<file path="src/rtl/seg7_scan_counter_pkg.sv">
// rtl/seg7_scan_counter_pkg.sv - shared types, segment constants and decode helpers for the scan counter
package seg7_pkg;

    typedef logic [3:0] bcd_t;

    // Segment patterns, bit6..0 = g..a, active-high.
    localparam logic [6:0] SEG_0   = 7'h3F;
    localparam logic [6:0] SEG_1   = 7'h06;
    localparam logic [6:0] SEG_2   = 7'h5B;
    localparam logic [6:0] SEG_3   = 7'h4F;
    localparam logic [6:0] SEG_4   = 7'h66;
    localparam logic [6:0] SEG_5   = 7'h6D;
    localparam logic [6:0] SEG_6   = 7'h7D;
    localparam logic [6:0] SEG_7   = 7'h07;
    localparam logic [6:0] SEG_8   = 7'h7F;
    localparam logic [6:0] SEG_9   = 7'h6F;
    localparam logic [6:0] SEG_OFF = 7'h00;

    function automatic logic [6:0] seg7_decode(input logic [3:0] i_digit);
        logic [6:0] w_seg;
        case (i_digit)
            4'd0:    w_seg = SEG_0;
            4'd1:    w_seg = SEG_1;
            4'd2:    w_seg = SEG_2;
            4'd3:    w_seg = SEG_3;
            4'd4:    w_seg = SEG_4;
            4'd5:    w_seg = SEG_5;
            4'd6:    w_seg = SEG_6;
            4'd7:    w_seg = SEG_7;
            4'd8:    w_seg = SEG_8;
            4'd9:    w_seg = SEG_9;
            default: w_seg = SEG_OFF;
        endcase
        return w_seg;
    endfunction

    // Non-BCD nibbles collapse to 0 so the counter never holds an illegal digit.
    function automatic bcd_t bcd_sanitize(input logic [3:0] i_nibble);
        return (i_nibble > 4'd9) ? 4'd0 : i_nibble;
    endfunction

endpackage

</file>
<file path="src/rtl/seg7_scan_counter_if.sv">
// rtl/seg7_scan_counter_if.sv - control and display bundle between the host and the scan counter
interface seg7_scan_counter_if #(
    parameter int DIGITS = 4
);
    logic                  en;
    logic                  up;
    logic                  load;
    logic [4*DIGITS-1:0]   load_val;
    logic [4*DIGITS-1:0]   count_bcd;
    logic                  carry;
    logic [6:0]            segments;
    logic [DIGITS-1:0]     digit_sel;

    modport master (
        output en, up, load, load_val,
        input  count_bcd, carry, segments, digit_sel
    );

    modport slave (
        input  en, up, load, load_val,
        output count_bcd, carry, segments, digit_sel
    );
endinterface

</file>
<file path="src/rtl/seg7_scan_counter_bcd_cell.sv">
// rtl/seg7_scan_counter_bcd_cell.sv - one BCD digit with up/down step, ripple carry/borrow and load
module seg7_bcd_cell
    import seg7_pkg::*;
(
    input  logic i_clk,
    input  logic i_rst,
    input  logic i_load,
    input  bcd_t i_load_val,
    input  logic i_step,
    input  logic i_up,
    output bcd_t o_digit,
    output logic o_step
);
    bcd_t r_digit;

    always_ff @(posedge i_clk) begin
        if (i_rst) begin
            r_digit <= 4'd0;
        end else if (i_load) begin
            r_digit <= bcd_sanitize(i_load_val);
        end else if (i_step) begin
            if (i_up) begin
                r_digit <= (r_digit == 4'd9) ? 4'd0 : r_digit + 4'd1;
            end else begin
                r_digit <= (r_digit == 4'd0) ? 4'd9 : r_digit - 4'd1;
            end
        end
    end

    // Step ripples to the next digit only when this one wraps.
    assign o_step  = i_step && (i_up ? (r_digit == 4'd9) : (r_digit == 4'd0));
    assign o_digit = r_digit;
endmodule

</file>
<file path="src/rtl/seg7_scan_counter.sv">
// rtl/seg7_scan_counter.sv - prescaled BCD up/down counter driving a multiplexed 7-segment display
module seg7_scan_counter
    import seg7_pkg::*;
#(
    parameter int DIGITS     = 4,
    parameter int PRESCALE   = 1000,
    parameter int SCAN_DIV   = 64,
    parameter int ACTIVE_LOW = 0
) (
    input  logic               clk,
    input  logic               rst,
    seg7_scan_counter_if.slave bus
);
    localparam int PW = (PRESCALE > 1) ? $clog2(PRESCALE) : 1;
    localparam int SW = (SCAN_DIV > 1) ? $clog2(SCAN_DIV) : 1;
    localparam int IW = (DIGITS > 1)   ? $clog2(DIGITS)   : 1;

    localparam logic [PW-1:0] PRESC_LAST = PW'(PRESCALE - 1);
    localparam logic [SW-1:0] SCAN_LAST  = SW'(SCAN_DIV - 1);
    localparam logic [IW-1:0] IDX_LAST   = IW'(DIGITS - 1);

    localparam logic [6:0]        SEG_IDLE = (ACTIVE_LOW != 0) ? 7'h7F : SEG_OFF;
    localparam logic [DIGITS-1:0] SEL_IDLE = (ACTIVE_LOW != 0) ? '1 : '0;

    logic [PW-1:0]       r_presc;
    logic [SW-1:0]       r_scan_div;
    logic [IW-1:0]       r_idx;
    logic                r_carry;
    logic [6:0]          r_seg;
    logic [DIGITS-1:0]   r_sel;

    logic                w_tick;
    logic [DIGITS:0]     w_step;
    logic [4*DIGITS-1:0] w_count;
    bcd_t                w_cur_digit;
    logic [DIGITS-1:0]   w_onehot;

    assign w_tick = bus.en && (r_presc == PRESC_LAST);

    always_ff @(posedge clk) begin
        if (rst) begin
            r_presc <= '0;
        end else if (bus.load) begin
            r_presc <= '0;
        end else if (bus.en) begin
            r_presc <= (r_presc == PRESC_LAST) ? '0 : r_presc + 1'b1;
        end
    end

    assign w_step[0] = w_tick;

    genvar g;
    generate
        for (g = 0; g < DIGITS; g++) begin : g_cell
            seg7_bcd_cell u_cell (
                .i_clk      (clk),
                .i_rst      (rst),
                .i_load     (bus.load),
                .i_load_val (bus.load_val[4*g +: 4]),
                .i_step     (w_step[g]),
                .i_up       (bus.up),
                .o_digit    (w_count[4*g +: 4]),
                .o_step     (w_step[g+1])
            );
        end
    endgenerate

    // A step falling out of the top digit is a full wrap; load suppresses it.
    always_ff @(posedge clk) begin
        if (rst) begin
            r_carry <= 1'b0;
        end else begin
            r_carry <= !bus.load && w_step[DIGITS];
        end
    end

    always_ff @(posedge clk) begin
        if (rst) begin
            r_scan_div <= '0;
            r_idx      <= '0;
        end else if (r_scan_div == SCAN_LAST) begin
            r_scan_div <= '0;
            r_idx      <= (r_idx == IDX_LAST) ? '0 : r_idx + 1'b1;
        end else begin
            r_scan_div <= r_scan_div + 1'b1;
        end
    end

    always_comb begin
        w_cur_digit = '0;
        w_onehot    = '0;
        for (int i = 0; i < DIGITS; i++) begin
            if (r_idx == IW'(i)) begin
                w_cur_digit = w_count[4*i +: 4];
                w_onehot[i] = 1'b1;
            end
        end
    end

    // Segments and enable share one register stage so they switch together.
    always_ff @(posedge clk) begin
        if (rst) begin
            r_seg <= SEG_IDLE;
            r_sel <= SEL_IDLE;
        end else if (ACTIVE_LOW != 0) begin
            r_seg <= ~seg7_decode(w_cur_digit);
            r_sel <= ~w_onehot;
        end else begin
            r_seg <= seg7_decode(w_cur_digit);
            r_sel <= w_onehot;
        end
    end

    assign bus.count_bcd = w_count;
    assign bus.carry     = r_carry;
    assign bus.segments  = r_seg;
    assign bus.digit_sel = r_sel;
endmodule

</file>
<file path="src/flat_wrapper.sv">
// flat-port wrapper written by rule: the top's interface ports become plain ports
module seg7_scan_counter_flat import seg7_pkg::*;
#(
    parameter int DIGITS     = 4,
    parameter int PRESCALE   = 1000,
    parameter int SCAN_DIV   = 64,
    parameter int ACTIVE_LOW = 0
)
  (clk, rst, bus_en, bus_up, bus_load, bus_load_val, bus_count_bcd, bus_carry, bus_segments, bus_digit_sel);
  seg7_scan_counter_if #(.DIGITS(DIGITS)) bus_i ();
  input  logic clk;
  input  logic rst;
  input wire logic [$bits(bus_i.en)-1:0] bus_en;
  input wire logic [$bits(bus_i.up)-1:0] bus_up;
  input wire logic [$bits(bus_i.load)-1:0] bus_load;
  input wire logic [$bits(bus_i.load_val)-1:0] bus_load_val;
  output wire logic [$bits(bus_i.count_bcd)-1:0] bus_count_bcd;
  output wire logic [$bits(bus_i.carry)-1:0] bus_carry;
  output wire logic [$bits(bus_i.segments)-1:0] bus_segments;
  output wire logic [$bits(bus_i.digit_sel)-1:0] bus_digit_sel;
  assign bus_i.en = bus_en;
  assign bus_i.up = bus_up;
  assign bus_i.load = bus_load;
  assign bus_i.load_val = bus_load_val;
  assign bus_count_bcd = bus_i.count_bcd;
  assign bus_carry = bus_i.carry;
  assign bus_segments = bus_i.segments;
  assign bus_digit_sel = bus_i.digit_sel;
  seg7_scan_counter #(.DIGITS(DIGITS), .PRESCALE(PRESCALE), .SCAN_DIV(SCAN_DIV), .ACTIVE_LOW(ACTIVE_LOW)) u_core (.clk(clk), .rst(rst), .bus(bus_i));
endmodule
</file>
<file path="config.mk">
export PLATFORM = sky130hd
export DESIGN_NAME = seg7_scan_counter_flat
export DESIGN_NICKNAME = d
export VERILOG_FILES = /design/src/rtl/seg7_scan_counter_pkg.sv /design/src/rtl/seg7_scan_counter_if.sv /design/src/rtl/seg7_scan_counter_bcd_cell.sv /design/src/rtl/seg7_scan_counter.sv /design/src/flat_wrapper.sv
export SDC_FILE = /design/constraint.sdc
export NUM_CORES = 1
export LEC_CHECK = 0
export CAP_MARGIN = 20
export CORE_UTILIZATION = 53
export DETAILED_ROUTE_END_ITERATION = 10
export PLACE_DENSITY = 0.84
export SLEW_MARGIN = 20
export SYNTH_ARGS = -nofsm -noshare
export SYNTH_HDL_FRONTEND = slang
export SYNTH_SLANG_ARGS = --single-unit
</file>
<file path="constraint.sdc">
create_clock -name clk -period 3 [get_ports clk]
set_input_delay 0.75 -clock clk [delete_from_list [all_inputs] [get_ports clk]]
set_output_delay 0.75 -clock clk [all_outputs]
set_load 0.01 [all_outputs]
</file>
==> summary.txt <==
Finish
  – Area Overhead vs Synth: 22.0%
  – Final core utilization: 0.675
  – Fillers: 492
  – Number of antenna diodes: 0
  – Post-Layout Inst Area: 0.00347 sq mm
  – Final net count: 425
  – Share of cells above drive strength 1: 0.0712
  – Post-route non-filler standard cell count: 463

Setup path
  – Worst Path Required: 3.21 ns
  – CP endpoint: u_core.g_cell[3].u_cell.o_digit[3]
  – Worst reg2reg startpoint: u_core.r_idx[0]
  – CP endpoint kind: register
  – Reg2Reg Depth: 8
  – Critical Path AT: 2.82 ns
  – R2R Path End: u_core.bus.segments[3]
  – CP max FO: 7
  – Worst Setup Start Kind: input port
  – R2r setup slk: 0.69 ns
  – Setup CP Type: input port to register
  – Crit. Startpoint: bus_en

Synth
  – Syn avg cell area: 7.97 sq um
  – Mapped Area: 0.00284 sq mm
  – Top_reg_cell synth: dfxtp_1
  – Seq/Total Area, Yosys: 0.324
  – YS warnings: 0
  – Most numerous cell in the Yosys netlist: dfxtp_1
  – Synth top area share: 0.324
  – Number of synthesized flops with an enable pin: 0
  – Synth Register Bits: 46
  – Yosys top cell by area: dfxtp_1
  – Synth cell count leaders: 46 x dfxtp_1, 38 x nor2_1, 28 x a21oi_1
  – Post-synth cell types: 48
  – Synth async-reset ratio: 0
  – Largest cells by area after synthesis: dfxtp_1 32%, ha_1 5.3%, nor2_1 5.0%, a21oi_1 4.9%, xnor2_1 4.9%
  – Mapped Nets: 390
  – Cells after Synth: 357

GRT
  – Total track usage: 0.244
  – Total congestion overflow: 0
  – Largest net degree at the start of global routing: 33
  – Vias in the first global route: 2,467
  – Initial antenna violation count: 0
  – First-pass GRT wire length: 10.6 mm

Job
  – Max cap viols: 0

Pwr
  – Pwr/cell area: 403 mW/mm^2
  – Reg power frac: 0.486
  – P_leak: 0.00125 uW
  – Net Sw Power: 382 uW
  – Internal power: 1020 uW
  – VDD IR max: 0.249 mV
  – Gate power share: 0.177
  – Clk network pwr share: 0.337
  – Switching share of total power: 0.273

Placed design
  – GP Congestion: 0.861
  – Placed Instances: 455
  – Detailed placement HPWL: 4.58 mm
  – Dpl cell area: 0.00336 sq mm
  – Port bufs: 48

Floorplanning
  – # IOs: 49
  – Die H: 75.3 um
  – Die width: 75.3 um
  – FP Rows: 26
  – Starting density of the core: 0.553
  – Core outline area: 0.00514 sq mm
  – Die ar.: 0.00566 sq mm

Route
  – Wirelength per Cell: 13.7 um
  – Post-DR vias/cell: 5.81
  – DRC: 0
  – Routed Wire Length: 6.35 mm
  – Via count: 2,688
  – First-iteration detailed-routing DRC count: 181
  – Number of iterations in the first detailed-routing pass: 4
  – Antenna-violating nets left: 0

Timing
  – Fin. Hold Viols: 0
  – Final setup vio count: 0
  – Final Max Slew Viols: 0
  – Final min period: 2.62 ns
  – Max-slew headroom: 0.671
  – Final cycle utilization of the critical path: 0.873
  – TNS Setup: 0 ns
  – RSZ-0062 raised after global routing: no
  – Highest Clock Rate: 0.382 GHz
  – Actual transition at the worst max-transition pin: 0.488 ns
  – Skew final: 0.00366 ns

Clocking
  – CTS Buffer Depth: 2
  – Clock Latency Late Sink: 0.30 ns
  – Root Buffer: clkbuf_8
  – CTS tree: built
  – CTS sink cnt: 46
  – Hold-fix buffers, CTS: 0
  – Setup bufs post-CTS: 0
  – H-tree depth: 2
  – Num CTS Buffers: 5
  – Clk slew on worst S/H paths: 0.09 ns
  – Post-CTS Resized: 0

Min path
  – Hold Crit Class: register to register

Outcome
  – Status: completed
metrics by stage:
step           power, uW  hold WS (ns)  setup WS (ns)
2_1_floorplan        836         0.411          0.415
3_3_place_gp         935         0.424          0.116
3_5_place_dp         941         0.433         0.0750
4_1_cts             1410         0.447          0.389
5_1_grt             1470         0.467          0.228
6_report            1400         0.444          0.382
per-layer routing:
metal | GRT usage | vias to the layer above | routed length (um)
li1 | - | 1349 | -
met1 | 0.302 | 1261 | 2830
met2 | 0.420 | 67 | 3070
met3 | 0.0388 | 11 | 336
met4 | 0.109 | 0 | 113
met5 | 0 | - | 0
sequential cells by signal, summed over array words and instances, names as in the netlist:
signal                        flops
u_core.bus.carry                  1
u_core.bus.digit_sel              4
u_core.bus.segments               7
u_core.g_cell.u_cell.o_digit     16
u_core.r_idx                      2
u_core.r_presc                   10
u_core.r_scan_div                 6
power by group through the flow:
stage	combinational (uW)	clock, uW	sequential [uW]
2_1_floorplan	161	0	676
3_3_place_gp	242	0	693
3_5_place_dp	248	0	694
4_1_cts	249	485	679
5_1_grt	276	505	686
6_report	248	472	680
cell usage in the layout (no fill, tap or decap), drive strengths merged, types with 6 or more instances in the layout:
master | Yosys | routed
ha | 12 | 12
nor2b | 8 | 8
buf | 4 | 9
xor2 | 6 | 6
a221oi | 6 | 6
nor2 | 38 | 38
nand2 | 23 | 23
a211oi | 10 | 10
dfxtp | 46 | 46
nor3 | 8 | 8
inv | 9 | 10
or3 | 6 | 6
a22oi | 7 | 7
o21ai | 24 | 24
nand3 | 15 | 15
mux2i | 8 | 8
clkdlybuf4s50 | 0 | 48
xnor2 | 16 | 16
a21oi | 28 | 28
critical path, cell delays in order:
cell	delay (ns)
clkdlybuf4s50_1	0.50
nand4_2	0.13
or4_4	0.61
nor4_4	0.35
mux2i_1	0.13
a2111oi_2	0.36
cells by family after synthesis:
kind of cell	synth area share
AND/OR/NAND/NOR	0.243
AO/OA/AOI/OAI	0.226
flip-flops	0.324
buffers and inverters	0.0546
XOR/XNOR	0.0678
adder cells (fa/ha/maj)	0.0528
multiplexers	0.0321
cell type report:
cell class	instances	area, sq um	area share
Clock buffer	5	68.8	0.0198
Clock inverter	3	43.8	0.0126
Inverter	9	33.8	0.00973
Multi-Input combinational cell	273	1770	0.509
Sequential cell	46	921	0.265
Tap cell	70	87.6	0.0252
Timing Repair Buffer	57	548	0.158
worst min-delay path by stage:
stage          slack [ns]                   end  cells past startpoint            startpoint
4_1_cts              0.45  u_core.r_scan_div[0]                      1  u_core.r_scan_div[0]
3_3_place_gp         0.42  u_core.r_scan_div[0]                      1  u_core.r_scan_div[0]
5_1_grt              0.47  u_core.r_scan_div[0]                      1  u_core.r_scan_div[0]
2_1_floorplan        0.41  u_core.r_scan_div[0]                      1  u_core.r_scan_div[0]
6_report             0.44  u_core.r_scan_div[0]                      1  u_core.r_scan_div[0]
3_5_place_dp         0.43  u_core.r_scan_div[0]                      1  u_core.r_scan_div[0]
(Power assumes the default switching activity.)
